`src/rtl/alu_issue_ctrl.sv`:
```
// alu_issue_ctrl: round-robin issue of NREQ requesters onto one shared ALU with multi-cycle MUL/DIV and held responses
module alu_issue_ctrl #(
  parameter int BITS       = 8,
  parameter int NREQ       = 4,
  parameter int MUL_CYCLES = 2,
  parameter int DIV_CYCLES = 4
) (
  input  logic                 clk,
  input  logic                 rst,
  input  logic [NREQ-1:0]      req_valid,
  output logic [NREQ-1:0]      req_ready,
  input  logic [NREQ*BITS-1:0] req_a,
  input  logic [NREQ*BITS-1:0] req_b,
  input  logic [NREQ*BITS-1:0] req_op,
  output logic [NREQ-1:0]      rsp_valid,
  input  logic [NREQ-1:0]      rsp_ready,
  output logic [BITS-1:0]      rsp_z,
  output logic [7:0]           rsp_flags,
  output logic [BITS-1:0]      alu_a,
  output logic [BITS-1:0]      alu_b,
  output logic [BITS-1:0]      alu_op,
  input  logic [BITS-1:0]      alu_z,
  input  logic [7:0]           alu_flags,
  output logic                 busy
);
  localparam int PW   = NREQ > 1 ? $clog2(NREQ) : 1;
  localparam int LMAX = MUL_CYCLES > DIV_CYCLES ? MUL_CYCLES : DIV_CYCLES;
  localparam int CW   = $clog2(LMAX + 1);

  typedef enum logic [1:0] {IDLE, EXEC, RESP} state_t;

  state_t          state, state_n;
  logic [PW-1:0]   ptr, grant, g, idx;
  logic [CW-1:0]   cnt, lat;
  logic            found;
  logic [BITS-1:0] a_g, b_g, op_g;

  // scan starting at ptr so the most recently served requester goes last
  always_comb begin
    found = 1'b0;
    g     = '0;
    idx   = '0;
    for (int k = 0; k < NREQ; k++) begin
      idx = PW'((int'(ptr) + k) % NREQ);
      if (!found && req_valid[idx]) begin
        found = 1'b1;
        g     = idx;
      end
    end
  end

  always_comb begin
    a_g  = '0;
    b_g  = '0;
    op_g = '0;
    for (int i = 0; i < NREQ; i++)
      if (g == PW'(i)) begin
        a_g  = req_a[i*BITS +: BITS];
        b_g  = req_b[i*BITS +: BITS];
        op_g = req_op[i*BITS +: BITS];
      end
    lat = op_g[4:0] == 5'd2 ? CW'(MUL_CYCLES - 1) : op_g[4:0] == 5'd3 ? CW'(DIV_CYCLES - 1) : '0;
  end

  always_comb begin
    state_n = state == IDLE ? (found ? EXEC : IDLE) :
              state == EXEC ? (cnt == '0 ? RESP : EXEC) :
              state == RESP ? (rsp_ready[grant] ? IDLE : RESP) : IDLE;
  end

  assign req_ready = (state == IDLE && found) ? {{(NREQ-1){1'b0}}, 1'b1} << g : '0;
  assign rsp_valid = state == RESP ? {{(NREQ-1){1'b0}}, 1'b1} << grant : '0;
  assign busy      = state != IDLE;

  always_ff @(posedge clk) begin
    if (rst) begin
      state     <= IDLE;
      ptr       <= '0;
      grant     <= '0;
      cnt       <= '0;
      alu_a     <= '0;
      alu_b     <= '0;
      alu_op    <= '0;
      rsp_z     <= '0;
      rsp_flags <= '0;
    end else begin
      state <= state_n;
      if (state == IDLE && found) begin
        alu_a  <= a_g;
        alu_b  <= b_g;
        alu_op <= op_g;
        grant  <= g;
        cnt    <= lat;
      end
      if (state == EXEC) begin
        if (cnt != '0) cnt <= cnt - 1'b1;
        else begin
          rsp_z     <= alu_z;
          rsp_flags <= alu_flags;
        end
      end
      if (state == RESP && rsp_ready[grant])
        ptr <= (int'(grant) == NREQ - 1) ? '0 : grant + 1'b1;
    end
  end
endmodule

```
`config.mk`:
```
export PLATFORM = sky130hd
export DESIGN_NAME = alu_issue_ctrl
export DESIGN_NICKNAME = d
export VERILOG_FILES = /design/src/rtl/alu_issue_ctrl.sv
export SDC_FILE = /design/constraint.sdc
export NUM_CORES = 1
export LEC_CHECK = 0
export CAP_MARGIN = 10
export CORE_MARGIN = 10
export CORE_UTILIZATION = 60
export DETAILED_ROUTE_END_ITERATION = 12
export DONT_BUFFER_PORTS = 1
export HOLD_SLACK_MARGIN = 0.12
export MAX_ROUTING_LAYER = met4
export PLACE_DENSITY = 0.8
export SLEW_MARGIN = 40
export SYNTH_ARGS = -nofsm -noshare
export SYNTH_HDL_FRONTEND = slang
export SYNTH_SLANG_ARGS = --single-unit
```
`constraint.sdc`:
```
create_clock -name clk -period 4.2 [get_ports clk]
set_input_delay 1.26 -clock clk [delete_from_list [all_inputs] [get_ports clk]]
set_output_delay 1.26 -clock clk [all_outputs]
set_load 0.005 [all_outputs]
```
# --- After elaboration in Yosys (flattened, before gate mapping) ---
# Index checks and enable logic that the tools add are counted.
word_totals:
  word_cells: 88
  register_bits: 49
  input_bits: 122
  out_inout_bits: 49
op_classes:
  n_eq_ne: 8
  order_cmp: 5
  bitwise: 1
  mux: 44
  n_addsub: 5
  reduce_logical: 14
  shift: 2
op_table:
  columns: ["operator", "count"]
  rows:
  - ["$mux 8", 12]
  - ["$mux 2", 12]
  - ["$lt 2x3->1 const B", 5]
  - ["$bmux 1 s2", 5]
  - ["$eq 5x2->1 const B", 2]
  - ["$mux 1", 10]
  - ["$mux 3", 3]
  - ["$mux 4", 2]
  - ["$shl 1x2->4 const A", 2]
  - ["$eq 2x1->1 const B", 3]
  - ["$eq 2x2->1 const B", 3]
  - ["$logic_and 1x1->1", 5]
  - ["$add 2x1->2 const B", 2]
  - ["$add 2x2->2 const B", 2]
  - ["$logic_not 2->1", 2]
  - ["$logic_not 1->1", 3]
  - ["$logic_not 3->1", 1]
  - ["$reduce_bool 3->1", 1]
  - ["$sub 3x1->3 const B", 1]
  - ["$reduce_and 2->1", 1]
  - ["$reduce_bool 2->1", 1]
  - ["$not 1->1", 1]

# --- Longest topological paths before layout ---
logic_depth:
  ltp_word: 23
  depth_mapped: 9
  ltp_nobuf: 8

# --- Worst setup path after synthesis ---
# OpenSTA, ideal clock, no wires.
synth_path:
  kind: "input-to-output"
  startpoint: "input port req_valid[0]"
  endpoint: "output port req_ready[2]"
  path_slack_ns: 0.662
  t_arrival_ns: 2.277
  stages: 5
  n_path_buf: 2
  required_time_ns: 2.940
  path_cell_list: "a21oi_1 > a2bb2oi_1 > buf_2 > clkbuf_1 > and2_1"
synth_via:
  elab_chain_len: 14
  word_cells_on_any_way: 25
  classes_between: "1 x shift; 17 x mux; 7 x reduce/logical"
synth_rtl:
  columns: ["item", "line_no", "text"]
  rows:
  - ["from (decl)", "10", "input logic [NREQ-1:0] req_valid,"]
  - ["$bmux 1 s2", "45", "if (!found && req_valid[idx]) begin"]
  - ["$mux 1 (implied by the code)", "45", null]
  - ["$mux 1", "45", null]
  - ["$logic_not 1->1", "45", null]
  - ["$logic_and 1x1->1", "45", null]
  - ["$mux 1", "45", null]
  - ["$logic_not 1->1", "45", null]
  - ["$logic_and 1x1->1", "45", null]
  - ["$mux 1", "45", null]
  - ["$logic_not 1->1", "45", null]
  - ["$logic_and 1x1->1", "45", null]
  - ["$mux 2 or $mux 1 (tied branches)", "45", null]
  - ["$shl 1x2->4 or $logic_and 1x1->1 (tied branches)", "71", "assign req_ready = (state == IDLE && found) ? {{(NREQ-1){1'b0}}, 1'b1} << g : '0;"]
  - ["$mux 4 *", "71", null]
  - ["to (decl)", "11", "output logic [NREQ-1:0] req_ready,"]
# Mark *: on every way between the ends. The rest lies on a longest branch, timed or not. The select of a mux whose other input is x is not followed.

# --- Worst setup path after layout ---
layout_path:
  startpoint: "input port req_valid[2]"
  endpoint: "output port req_ready[3]"
# Same word-level chain as after synthesis.

==> out/metrics.csv <==
stage,metric,value,unit
run_status,outcome,"complete, no violations",
cts,clock-sinks,49,
timing,setup-violations-final,0,
placed_design,gp_congestion,0.765,
cts,cts_tree,built,
layout,fin_cells,361,
job,drv_cap,0,
worst_setup_path,worstPathArrival,2090,ps
synth,ys_seq_area_frac,0.368,
synth,synth.area.top_cells,"dfxtp_1, mux2i_1, nand2_1",
floorplan,fp.dieArea,7510,um2
floorplan,dieWidth,86.7,um
synth,ys.warnings.count,0,
placed_design,placedCellCount,353,
layout,syn_to_final_growth,3.38,%
routing,ant_nets,0,
cts,clk_pin_slew,80,ps
synth,synth_area,2670,um2
power,p_per_area,413,nW/um2
timing,slew_headroom,0.516,
synth,synth.distinct_cells,40,
floorplan,start_util,0.617,
routing,wl,7480,um
cts,postCtsSetupRepairBufs,0,
timing,finalCriticalPeriod,3350,ps
timing,setup_ws,848,ps
cts,cts_hold_buffers,0,
routing,firstDrtPassIters,4,
floorplan,die_height,86.7,um
worst_hold_path,hp-class,reg2reg,
floorplan,rows,24,
cts,worstSkewPairLatency,290,ps
placed_design,io_buffers,0,
power,ir_drop,0.221,mV
timing,rsz0062_at_grt,no,
worst_setup_path,cp-end-kind,primary output,
layout,diodes,0,
power,p_sw_frac,0.326,
placed_design,place_ws,839,ps
routing,wl_per_cell,20.7,um
layout,final_common_cell,nand2_1,
layout,stdcell_area,2760,um2
power,p_clk_frac,0.231,
placed_design,dp_hpwl,6000,um
layout,post-route-util,0.638,
timing,tightest_slew,724,ps
power,leakage,0.000993,uW
layout,final_net_count,436,
grt,first_global_vias,2239,
synth,synth-seq-cells,49,
worst_setup_path,path_max_fanout,5,
power,comb_power_share,0.258,
synth,synth_top_area_frac,0.368,
layout,final_cell_mix,"nand2_1, dfxtp_1, a21oi_1, mux2i_1",
grt,grt_max_degree,51,
routing,drc,0,
worst_setup_path,worstPathRequired,2940,ps
synth,syn_inst,319,
cts,root_buffer,clkbuf_8,
routing,drtIter0Drc,81,
cts,cts_made_buffers,5,
worst_setup_path,start_kind,primary input,
synth,synth_nets,447,
cts,htreeDepth,2,
power,seq_power_share,0.511,
grt,grt-ovfl-total,0,
grt,grt_first_pass_wirelength,11200,um
power,switching_power,372,uW
cts,post_cts_resized,0,
timing,setup_tns,0,ps
routing,via_per_inst,6.22,
timing,finalCritPeriodShare,0.798,
synth,syn_avg_cell_area,8.36,um2
synth,yosys.area.top_type,dfxtp_1,
layout,drive_gt1_frac,0.0971,
timing,fmax,298,MHz
worst_setup_path,path_class,in2out,
placed_design,placed_area,2680,um2
cts,cts_buffer_depth,2,
floorplan,core_area,4320,um2
routing,dr_total_vias,2245,
grt,antenna_found_initial,0,
timing,hold_viol_final,0,
power,p_int,768,uW
floorplan,io_pins,171,
timing,clock_skew,10.4,ps
grt,grt_use_total,0.189,
timing,slew_viol_final,0,
[Yosys cell counts, drive strengths merged]
cell	count
a21o	1
a21oi	46
a22oi	11
a2bb2oi	1
a31oi	1
and2	5
and3	1
and3b	1
buf	8
clkbuf	17
dfxtp	49
ha	6
inv	6
mux2	12
mux2i	28
mux4	2
nand2	71
nand2b	2
nand3	1
nand3b	2
nand4	1
nor2	11
nor2b	2
nor3	3
nor3b	1
nor4	1
o211ai	8
o21a	3
o21ai	1
o2bb2ai	12
o31ai	1
or2	2
or3	1
or3b	1
[final timing paths]
check	startpoint	to	slack [ps]	depth (start not counted)
setup / recovery	req_valid[2]	req_ready[3]	850	3
hold / removal	rsp_flags[5]$_SDFFE_PP0P_	rsp_flags[5]$_SDFFE_PP0P_	480	2
setup reg to reg	ptr[0]$_SDFFE_PP0P_	alu_a[1]$_SDFFE_PP0P_	1940	8
hold reg to reg	rsp_flags[5]$_SDFFE_PP0P_	rsp_flags[5]$_SDFFE_PP0P_	480	2
[metal layers]
metal,vias up,share of wire,track usage
met5,-,0,-
met4,0,0.012,0.0471
met3,9,0.12,0.0976
met2,132,0.50,0.317
met1,1006,0.37,0.190
li1,1098,-,-
[cell families (layout without fill, tap and decap cells)]
| group | count (synthesis) | in the layout | synth area share |
|---|---|---|---|
| simple gates | 106 | 106 | 0.175 |
| buf+inv | 31 | 21 | 0.0544 |
| flops | 49 | 49 | 0.368 |
| fa+ha+maj | 6 | 6 | 0.0281 |
| compound gates | 85 | 85 | 0.201 |
| mux | 42 | 42 | 0.174 |
[registers in the layout (all words and copies together), names as in the netlist]
| register | count |
|---|---|
| alu_a | 8 |
| alu_b | 8 |
| state | 2 |
| grant | 2 |
| cnt | 3 |
| rsp_z | 8 |
| alu_op | 8 |
| ptr | 2 |
| rsp_flags | 8 |
[final cells by class]
class | instances | area [um2]
Fill cell | 383 | 1570
Multi-Input combinational cell | 239 | 1550
Sequential cell | 49 | 981
Clock buffer | 6 | 72.6
Tap cell | 52 | 65.1
Timing Repair Buffer | 7 | 52.6
Inverter | 6 | 22.5
Clock inverter | 2 | 10.0
[critical path: stages]
cell    delay [ps]
nor4_1         390
nor2_1         160
and3_1         280
[metrics by stage]
stage	power (uW)	hold WS (ps)
floorplan	830	445
global placement	883	462
detailed placement	892	466
CTS	1150	478
global route	1220	494
finish	1140	476
[power by group through the flow]
stage / Clock (uW) / Combinational, uW / Sequential [uW]
floorplan: 0 / 256 / 574
global placement: 0 / 288 / 595
detailed placement: 0 / 296 / 596
CTS: 269 / 297 / 585
global route: 294 / 332 / 592
finish: 263 / 294 / 582
(Power assumes the default switching activity.)
